### src/rtl/cell_comm_fa_packet_tx_if.sv
// rtl/cell_comm_fa_packet_tx_if.sv - 32-bit AXI-Stream TX bundle toward the Aurora core
interface cell_comm_fa_packet_tx_if;
   logic        axisTxTvalid;
   logic        axisTxTlast;
   logic [31:0] axisTxTdata;
   logic        axisTxTready;

   modport master (
      output axisTxTvalid,
      output axisTxTlast,
      output axisTxTdata,
      input  axisTxTready
   );

   modport slave (
      input  axisTxTvalid,
      input  axisTxTlast,
      input  axisTxTdata,
      output axisTxTready
   );
endinterface

### src/rtl/cell_comm_fa_packet_tx.sv
// rtl/cell_comm_fa_packet_tx.sv - FA sample snapshot and 5-word Aurora TX packet framer
module cell_comm_fa_packet_tx #(
   parameter logic [7:0]  MAGIC          = 8'hA5,
   parameter int unsigned TREADY_TIMEOUT = 1023
) (
   input  logic                     axisUserClk,
   input  logic                     axisUserReset,
   input  logic                     channelUp,
   input  logic [9:0]               cellIndex,
   input  logic [9:0]               bpmIndex,
   input  logic                     faStrobe,
   input  logic [31:0]              faX,
   input  logic [31:0]              faY,
   input  logic [31:0]              faS,
   cell_comm_fa_packet_tx_if.master axis_tx,
   output logic                     busy,
   output logic [31:0]              packetCount,
   output logic [31:0]              overrunCount,
   output logic [31:0]              abortCount
);
   localparam logic [15:0] TIMEOUT_W = 16'(TREADY_TIMEOUT);

   typedef enum logic [2:0] {ST_IDLE, ST_W0, ST_W1, ST_W2, ST_W3, ST_W4} state_t;

   state_t      state_q, state_d;
   logic        tvalid_q, tvalid_d;
   logic        tlast_q, tlast_d;
   logic [31:0] tdata_q, tdata_d;
   logic        busy_q, busy_d;
   logic [31:0] pkt_cnt_q, pkt_cnt_d;
   logic [31:0] ovr_cnt_q, ovr_cnt_d;
   logic [31:0] abt_cnt_q, abt_cnt_d;
   logic [15:0] seq_q, seq_d;
   logic [15:0] stall_q, stall_d;
   logic [31:0] snap_x_q, snap_x_d;
   logic [31:0] snap_y_q, snap_y_d;
   logic [31:0] snap_s_q, snap_s_d;
   // flags carried by the packet in flight vs. flags waiting for the next packet
   logic        snap_ovr_q, snap_ovr_d;
   logic        snap_abt_q, snap_abt_d;
   logic        pend_ovr_q, pend_ovr_d;
   logic        pend_abt_q, pend_abt_d;

   logic        handshake;
   logic        stalled;
   logic        abort;

   // next-state, output word and counter computation
   always_comb begin
      state_d    = state_q;
      tvalid_d   = tvalid_q;
      tlast_d    = tlast_q;
      tdata_d    = tdata_q;
      pkt_cnt_d  = pkt_cnt_q;
      ovr_cnt_d  = ovr_cnt_q;
      abt_cnt_d  = abt_cnt_q;
      seq_d      = seq_q;
      stall_d    = stall_q;
      snap_x_d   = snap_x_q;
      snap_y_d   = snap_y_q;
      snap_s_d   = snap_s_q;
      snap_ovr_d = snap_ovr_q;
      snap_abt_d = snap_abt_q;
      pend_ovr_d = pend_ovr_q;
      pend_abt_d = pend_abt_q;

      handshake = tvalid_q && axis_tx.axisTxTready;
      stalled   = tvalid_q && !axis_tx.axisTxTready;
      abort     = (state_q != ST_IDLE) &&
                  (!channelUp || (stalled && ((stall_q + 16'd1) == TIMEOUT_W)));

      // any strobe while a packet is being built is dropped, including the W4 cycle
      if ((state_q != ST_IDLE) && faStrobe) begin
         ovr_cnt_d  = ovr_cnt_q + 32'd1;
         pend_ovr_d = 1'b1;
      end

      if (state_q == ST_IDLE) begin
         stall_d = '0;
         if (faStrobe && channelUp) begin
            // W0 is built here from the indices, so tdata_q acts as their snapshot
            snap_x_d   = faX;
            snap_y_d   = faY;
            snap_s_d   = faS;
            snap_ovr_d = pend_ovr_q;
            snap_abt_d = pend_abt_q;
            pend_ovr_d = 1'b0;
            pend_abt_d = 1'b0;
            state_d    = ST_W0;
            tvalid_d   = 1'b1;
            tlast_d    = 1'b0;
            tdata_d    = {MAGIC, cellIndex, 4'b0000, bpmIndex};
         end
      end else if (abort) begin
         // an aborted packet never delivered its flags, so hand them back to the next one
         state_d    = ST_IDLE;
         tvalid_d   = 1'b0;
         tlast_d    = 1'b0;
         tdata_d    = '0;
         stall_d    = '0;
         abt_cnt_d  = abt_cnt_q + 32'd1;
         pend_abt_d = 1'b1;
         pend_ovr_d = pend_ovr_d | snap_ovr_q;
         snap_ovr_d = 1'b0;
         snap_abt_d = 1'b0;
      end else if (handshake) begin
         stall_d = '0;
         case (state_q)
            ST_W0: begin
               state_d = ST_W1;
               tdata_d = {seq_q, 14'b0, snap_ovr_q, snap_abt_q};
            end
            ST_W1: begin
               state_d = ST_W2;
               tdata_d = snap_x_q;
            end
            ST_W2: begin
               state_d = ST_W3;
               tdata_d = snap_y_q;
            end
            ST_W3: begin
               state_d = ST_W4;
               tdata_d = snap_s_q;
               tlast_d = 1'b1;
            end
            default: begin
               state_d    = ST_IDLE;
               tvalid_d   = 1'b0;
               tlast_d    = 1'b0;
               tdata_d    = '0;
               pkt_cnt_d  = pkt_cnt_q + 32'd1;
               seq_d      = seq_q + 16'd1;
               snap_ovr_d = 1'b0;
               snap_abt_d = 1'b0;
            end
         endcase
      end else if (stalled) begin
         stall_d = stall_q + 16'd1;
      end

      busy_d = (state_d != ST_IDLE);
   end

   // state and registered outputs, cleared immediately by the link reset
   always_ff @(posedge axisUserClk or posedge axisUserReset) begin
      if (axisUserReset) begin
         state_q    <= ST_IDLE;
         tvalid_q   <= 1'b0;
         tlast_q    <= 1'b0;
         tdata_q    <= '0;
         busy_q     <= 1'b0;
         pkt_cnt_q  <= '0;
         ovr_cnt_q  <= '0;
         abt_cnt_q  <= '0;
         seq_q      <= '0;
         stall_q    <= '0;
         snap_x_q   <= '0;
         snap_y_q   <= '0;
         snap_s_q   <= '0;
         snap_ovr_q <= 1'b0;
         snap_abt_q <= 1'b0;
         pend_ovr_q <= 1'b0;
         pend_abt_q <= 1'b0;
      end else begin
         state_q    <= state_d;
         tvalid_q   <= tvalid_d;
         tlast_q    <= tlast_d;
         tdata_q    <= tdata_d;
         busy_q     <= busy_d;
         pkt_cnt_q  <= pkt_cnt_d;
         ovr_cnt_q  <= ovr_cnt_d;
         abt_cnt_q  <= abt_cnt_d;
         seq_q      <= seq_d;
         stall_q    <= stall_d;
         snap_x_q   <= snap_x_d;
         snap_y_q   <= snap_y_d;
         snap_s_q   <= snap_s_d;
         snap_ovr_q <= snap_ovr_d;
         snap_abt_q <= snap_abt_d;
         pend_ovr_q <= pend_ovr_d;
         pend_abt_q <= pend_abt_d;
      end
   end

   assign axis_tx.axisTxTvalid = tvalid_q;
   assign axis_tx.axisTxTlast  = tlast_q;
   assign axis_tx.axisTxTdata  = tdata_q;
   assign busy                 = busy_q;
   assign packetCount          = pkt_cnt_q;
   assign overrunCount         = ovr_cnt_q;
   assign abortCount           = abt_cnt_q;
endmodule
### src/flat_wrapper.sv
// flat-port wrapper written by rule: the top's interface ports become plain ports
module cell_comm_fa_packet_tx_flat 
#(
   parameter logic [7:0]  MAGIC          = 8'hA5,
   parameter int unsigned TREADY_TIMEOUT = 1023
)
  (axisUserClk, axisUserReset, channelUp, cellIndex, bpmIndex, faStrobe, faX, faY, faS, busy, packetCount, overrunCount, abortCount, axis_tx_axisTxTvalid, axis_tx_axisTxTlast, axis_tx_axisTxTdata, axis_tx_axisTxTready);
  cell_comm_fa_packet_tx_if axis_tx_i ();
  input  logic axisUserClk;
  input  logic axisUserReset;
  input  logic channelUp;
  input  logic [9:0] cellIndex;
  input  logic [9:0] bpmIndex;
  input  logic faStrobe;
  input  logic [31:0] faX;
  input  logic [31:0] faY;
  input  logic [31:0] faS;
  output logic busy;
  output logic [31:0] packetCount;
  output logic [31:0] overrunCount;
  output logic [31:0] abortCount;
  output wire logic [$bits(axis_tx_i.axisTxTvalid)-1:0] axis_tx_axisTxTvalid;
  output wire logic [$bits(axis_tx_i.axisTxTlast)-1:0] axis_tx_axisTxTlast;
  output wire logic [$bits(axis_tx_i.axisTxTdata)-1:0] axis_tx_axisTxTdata;
  input wire logic [$bits(axis_tx_i.axisTxTready)-1:0] axis_tx_axisTxTready;
  assign axis_tx_axisTxTvalid = axis_tx_i.axisTxTvalid;
  assign axis_tx_axisTxTlast = axis_tx_i.axisTxTlast;
  assign axis_tx_axisTxTdata = axis_tx_i.axisTxTdata;
  assign axis_tx_i.axisTxTready = axis_tx_axisTxTready;
  cell_comm_fa_packet_tx #(.MAGIC(MAGIC), .TREADY_TIMEOUT(TREADY_TIMEOUT)) u_core (.axisUserClk(axisUserClk), .axisUserReset(axisUserReset), .channelUp(channelUp), .cellIndex(cellIndex), .bpmIndex(bpmIndex), .faStrobe(faStrobe), .faX(faX), .faY(faY), .faS(faS), .axis_tx(axis_tx_i), .busy(busy), .packetCount(packetCount), .overrunCount(overrunCount), .abortCount(abortCount));
endmodule
### config.mk
export PLATFORM = sky130hd
export DESIGN_NAME = cell_comm_fa_packet_tx_flat
export DESIGN_NICKNAME = d
export VERILOG_FILES = /design/src/rtl/cell_comm_fa_packet_tx_if.sv /design/src/rtl/cell_comm_fa_packet_tx.sv /design/src/flat_wrapper.sv
export SDC_FILE = /design/constraint.sdc
export NUM_CORES = 1
export LEC_CHECK = 0
export CAP_MARGIN = 20
export CORE_UTILIZATION = 52
export DETAILED_ROUTE_END_ITERATION = 10
export PLACE_DENSITY = 0.85
export SYNTH_ARGS = -nofsm -noshare
export SYNTH_HDL_FRONTEND = slang
export SYNTH_SLANG_ARGS = --single-unit
export TNS_END_PERCENT = 50
### constraint.sdc
create_clock -name axisUserClk -period 10.3 [get_ports axisUserClk]
set_input_delay 2.06 -clock axisUserClk [delete_from_list [all_inputs] [get_ports axisUserClk]]
set_output_delay 2.06 -clock axisUserClk [all_outputs]
set_load 0.02 [all_outputs]
=== Word-level counts from Yosys, hierarchy flattened ===
Index checks and enable logic that the tools add are counted.

* Input bits: 121
* Logic and storage cells: 92
* Register bits: 266
* Output and inout port bits: 131

* Reductions and logical operators: 24
* Muxes and demuxes: 34
* Bitwise logic cells: 4
* Eq/ne operators: 8
* Add/sub/neg operators: 5

{| class="wikitable"
|+ Operators with widths
! operator !! number
|-
| two-way mux 32 bit || 4
|-
| case mux 32 bit (4 select lines) || 1
|-
| adder 32 x 1 -> 32 bit (second input constant) || 3
|-
| two-way mux 16 bit || 4
|-
| adder 16 x 1 -> 16 bit (second input constant) || 2
|-
| two-way mux 1 bit || 19
|-
| equality test 16 x 10 -> 1 bit (second input constant) || 1
|-
| two-way mux 3 bit || 4
|-
| case mux 3 bit (4 select lines) || 1
|-
| nonzero test 3 bit || 3
|-
| AND reduction 2 bit || 4
|-
| equality test 3 x 2 -> 1 bit (second input constant) || 2
|-
| logical AND 1 bit || 6
|-
| inequality test 3 x 1 -> 1 bit (second input constant) || 2
|-
| AND reduction 3 bit || 2
|-
| AND reduction 4 bit || 1
|-
| nonzero test 4 bit || 1
|-
| OR reduction 4 bit || 1
|-
| equality test 3 x 1 -> 1 bit (second input constant) || 1
|-
| equality test 3 bit (second input constant) || 1
|-
| logical NOT 3 bit || 1
|-
| NOT 1 bit || 3
|-
| OR reduction 3 bit || 1
|-
| logical NOT 1 bit || 2
|-
| other kinds (5) || 5
|}

=== Depth between registers and ports, before layout ===
* Depth in word-level cells: 8
* Gate-level depth with buffers: 12
* Gate-level depth less buffers: 9

=== Worst setup path after synthesis ===
OpenSTA, ideal clock, no wires.

* Kind: input to register
* Start: input axis_tx_axisTxTready
* End: register u_core.pkt_cnt_q[27] (netlist: u_core.packetCount[27])
* Cell stages on the path: 8
* Arrival time: 4040 ps
* Required time: 10171 ps
* Path buffers: 2
* Library setup time: 129 ps
* Setup slack: 6131 ps
* Path through: buf_2 -> nand2_1 -> nor3b_1 -> and3_1 -> and4_1 -> clkbuf_1 -> nand4_1 -> xnor2_1

* Longest elaborated chain between the ends: 7
* Elaborated cells between the ends (all ways): 8
* Classes of those cells: bitwise (1); reduce/logical (7)

{| class="wikitable"
|+ RTL lines
! element !! line !! source
|-
| start: declaration || flat_wrapper.sv:25 || <nowiki>input wire logic [$bits(axis_tx_i.axisTxTready)-1:0] axis_tx_axisTxTready;</nowiki>
|-
| logical NOT 1 bit || cell_comm_fa_packet_tx.sv:68 || <nowiki>stalled = tvalid_q && !axis_tx.axisTxTready;</nowiki>
|-
| logical AND 1 bit || cell_comm_fa_packet_tx.sv:68 ||
|-
| logical AND 1 bit || cell_comm_fa_packet_tx.sv:70 || <nowiki>(!channelUp || (stalled && ((stall_q + 16'd1) == TIMEOUT_W)));</nowiki>
|-
| logical OR 1 bit || cell_comm_fa_packet_tx.sv:70 ||
|-
| logical AND 1 bit || cell_comm_fa_packet_tx.sv:69 || <nowiki>abort = (state_q != ST_IDLE) &&</nowiki>
|-
| NOT 1 bit (no source line) || n/a ||
|-
| AND reduction 4 bit (no source line) (*) || n/a ||
|-
| end signal: assignment || cell_comm_fa_packet_tx.sv:170 || <nowiki>pkt_cnt_q <= pkt_cnt_d;</nowiki>
|-
| end: declaration || cell_comm_fa_packet_tx.sv:30 || <nowiki>logic [31:0] pkt_cnt_q, pkt_cnt_d;</nowiki>
|}

Every way passes the cells marked *; elsewhere a longest branch is shown, timed or not.
A chain may end at the register's enable or synchronous reset.

=== Worst setup path after layout ===
* Start: input axis_tx_axisTxTready
* End: register u_core.tdata_q[0] (netlist: u_core.axis_tx.axisTxTdata[0])

* Longest elaborated chain between the ends: 7
* Elaborated cells between the ends (all ways): 10
* Classes of those cells: mux (2); reduce/logical (8)

{| class="wikitable"
|+ RTL lines
! element !! line !! source
|-
| logical NOT 1 bit || cell_comm_fa_packet_tx.sv:68 ||
|-
| logical AND 1 bit || cell_comm_fa_packet_tx.sv:68 ||
|-
| logical AND 1 bit || cell_comm_fa_packet_tx.sv:70 ||
|-
| logical OR 1 bit || cell_comm_fa_packet_tx.sv:70 ||
|-
| logical AND 1 bit || cell_comm_fa_packet_tx.sv:69 ||
|-
| nonzero test 3 bit (no source line) / two-way mux 32 bit (equally long branches) || n/a ||
|-
| AND reduction 2 bit (no source line) / two-way mux 32 bit (equally long branches) || n/a ||
|-
| end signal: assignment || cell_comm_fa_packet_tx.sv:168 || <nowiki>tdata_q <= tdata_d;</nowiki>
|-
| end: declaration || cell_comm_fa_packet_tx.sv:28 || <nowiki>logic [31:0] tdata_q, tdata_d;</nowiki>
|}

Several ways; a longest one is shown, not always the timed one.

==> metrics.txt <==
period utilization=0.5239; Arrival @ worst endpoint=5.83 ns; DRC viols=0; postcts setup bufs=0; Multi-input gate area=5509 sq um; clk buf depth=3; clock sinks=266; fmax=0.1853 GHz; die height=157.1 microns; max-cap viol count=0; Pre-antenna DRT Iters=5; area occupied by registers=6658 sq um; 1st-iter DRT viols=880; Setup CP Type=primary input to flip-flop; IR drop worst, VDD=170.2 uV; Hold Vio Cnt, Final=0; Synth Flop Type=dfrtp_1; initial core utilization=0.5310; HPWL after detailed placement=22090 microns; post-route minimum period=5.396 ns; Syn-to-layout area delta=29.88%; Via density=5.628; routed len/inst=17.62 microns; cts hold-fix bufs=0; number of CTS-inserted buffers=29; post-synthesis sequential area ratio=0.5325; nets=1662; internal power=0.002311 W; clk slew on worst S/H paths=0.06 ns; Cell Area, Synth=12500 sq um; met1 WL=13460 microns; leakage=7.360 nW; Worst Max-Slew Pin Slew=1.074 ns; GPL Wtd Cong=0.9075; Antenna Nets Post-Route=0; core area=23540 sq um; TNS Setup=0 ns; FP Rows=56; Buffers on Ports=251; number of global-route vias before repair=10.40k; Max Fanout on Critical Path=65; DP Worst Slack=4.423 ns; gr usage total=0.2723; Switching Power=0.001131 W; power density cells=212.0 nW/um^2; class of the worst hold path=flip-flop to flip-flop; Slew HR=0.2839; Final setup viols=0; IO Pins=252; combinational share of power=0.267; Final WS setup=4.904 ns; GRT Residual Overflow=0; Fin Clk Skew=0.02029 ns; Flop pwr share=0.433; RSZ-0062 raised after global routing=false; Layout fillers=1756; Switching Fraction=0.3285; EDFF count, synth=0; initial antenna violation count=1; synth unique cells=50; CTS HTree Levels=1; cells after synthesis=1312; CTS tree=yes; post-CTS sizing=0; routed via count=10.55k; Seq cells post-synth=266; share of cells above drive strength 1=0.06881; largest net degree at the start of global routing=114; syn_nets=1439; status=completed; startpoint types=primary input; WP data required=10.73 ns; final slew viol count=0; Mapped Avg Cell Area=9.528 sq um; WL met2=15830 microns; Clock Root Buffer=clkbuf_16; highest routed layer=met4; Ys Warns=0; metal3 WL=2278 microns; worst skew pair latency=0.57 ns; first-pass GRT wire length=53500 microns; Die Wd=157.1 microns; final WL=33030 microns; critical path capture point type=flip-flop; Clk network pwr share=0.300; async set-reset flop share out of synthesis=1.000; die area=24660 sq um
[sequential cells by signal, indices dropped and copies added, names as in the netlist]
name and count:
u_core.stall_q 16, u_core.packetCount 32, u_core.abortCount 32, u_core.snap_x_q 32, u_core.overrunCount 32, u_core.seq_q 16, u_core.busy 1, u_core.snap_y_q 32
u_core.state_q 3, u_core.snap_ovr_q 1, u_core.pend_abt_q 1, u_core.pend_ovr_q 1, u_core.axis_tx.axisTxTvalid 1, u_core.axis_tx.axisTxTlast 1, u_core.snap_s_q 32, u_core.axis_tx.axisTxTdata 32
u_core.snap_abt_q 1
[power by group through the flow]
stage               combinational, W  sequential [W]  clock, W
finish                      0.000921         0.00149   0.00103
floorplan                   0.000495         0.00153         0
CTS                         0.000925         0.00149   0.00105
detailed placement          0.000914         0.00149         0
global placement            0.000885         0.00149         0
global route                 0.00101         0.00152   0.00109
[cells in the final DEF, fill, tap and decap left out, types with 12 or more instances in the layout]
| master | instances |
|---|---|
| nand2_1 | 357 |
| a22oi_1 | 22 |
| xor2_1 | 47 |
| clkbuf_16 | 29 |
| inv_1 | 13 |
| and2_1 | 29 |
| mux2i_1 | 16 |
| a21oi_1 | 34 |
| nor3_1 | 38 |
| dfrtp_1 | 265 |
| clkdlybuf4s50_1 | 251 |
| mux2_2 | 31 |
| o21ai_0 | 41 |
| buf_4 | 12 |
| xnor2_1 | 65 |
| and3_1 | 21 |
| nor4_1 | 14 |
| nand3_1 | 46 |
| a221o_1 | 20 |
| nor2_1 | 69 |
| nand4_1 | 34 |
[path summary, 6_finish.rpt]
kind | start | depth (start not counted) | to | slack [ns]
hold reg to reg | u_core.snap_y_q[25] | 2 | u_core.snap_y_q[25] | 0.47
hold / removal | u_core.snap_y_q[25] | 2 | u_core.snap_y_q[25] | 0.47
setup / recovery | axis_tx_axisTxTready | 10 | u_core.axis_tx.axisTxTdata[0] | 4.90
setup reg to reg | u_core.stall_q[1] | 10 | u_core.axis_tx.axisTxTdata[0] | 6.20
max in group asynchronous | axisUserReset | 3 | u_core.snap_s_q[30] | 6.88
min in group asynchronous | axisUserReset | 2 | u_core.stall_q[2] | 2.05
[critical path, stage by stage]
cell and delay [ns]:
clkdlybuf4s50_1 0.71, nand2b_1 0.47, nor2_1 0.24, nand4b_1 0.18
nor4b_4 0.42, a21o_2 0.18, buf_4 0.54, nor2_1 0.38
buf_4 0.29, a221o_1 0.32
[metrics by stage]
| stage | hold WS (ns) | cell area, sq um | power, W | cells | utilization |
|---|---|---|---|---|---|
| 6_report | 0.4692 | 16240 | 0.003442 | 1875 | 0.6896 |
| 5_1_grt | 0.4875 | 16240 | 0.003618 | 1875 | 0.6896 |
| 4_1_cts | 0.4738 | 16210 | 0.003458 | 1873 | 0.6884 |
| 3_5_place_dp | 0.4572 | 15260 | 0.002409 | 1822 | 0.6480 |
| 3_3_place_gp | 0.4528 | 15230 | 0.002371 | 1821 | 0.6468 |
| 2_1_floorplan | 0.4401 | 12500 | 0.002023 | 1312 | - |
[cell families after synthesis]
family | after synthesis | share of synthesized area
buffers and inverters | 87 | 0.02832
xor gates and xnor gates | 112 | 0.07847
and+or+nand+nor | 649 | 0.2372
AOI/OAI and AO/OA | 145 | 0.07677
muxes | 47 | 0.04074
DFF | 266 | 0.5325
adders and majority gates | 6 | 0.006005
[routing by layer]
layer / global-route usage / up-vias
li1: - / 4902
met1: 0.3556 / 5090
met2: 0.4531 / 467
met3: 0.04213 / 93
met4: 0.1137 / 0
met5: 0 / -
[cell usage after synthesis (3+ instances only)]
cell        n  share of area
xor2_1     47          0.033
nor4b_1     6         0.0042
o21ai_0    41          0.016
nor3_1     38          0.015
a221o_1    20          0.016
a32oi_1     3         0.0021
a21oi_1    34          0.014
or2_2       4         0.0020
nand3_1    47          0.019
xnor2_1    65          0.046
dfrtp_1   266           0.53
and2_1     28          0.014
o21ai_1     3         0.0012
nand2b_1    4         0.0020
mux2i_1    16          0.013
and3_1     22          0.011
inv_1      14         0.0042
nand4_1    34          0.017
nor2b_1     3         0.0015
or3_1       3         0.0015
buf_2      13         0.0052
nand2_1   357           0.11
and4_1      8         0.0056
ha_1        6         0.0060
a22oi_1    22          0.013
clkbuf_1   56          0.017
o22a_1      5         0.0035
nor3b_1     4         0.0024
nor4_1     14         0.0070
nor2_1     69          0.021
mux2_2     31          0.028
buf_4       3         0.0018
[final cells by class]
class                      instances  share of cell area
timing repair buffer             265              0.1637
clock inverter                    13            0.008631
sequential                       266              0.4101
tap                              319             0.02458
clock buffer                      38             0.04986
multi-input combinational        959              0.3393
inverter                          14            0.003699
antenna                            1           0.0001541
No activity file was read; power rests on OpenSTA's default activity.
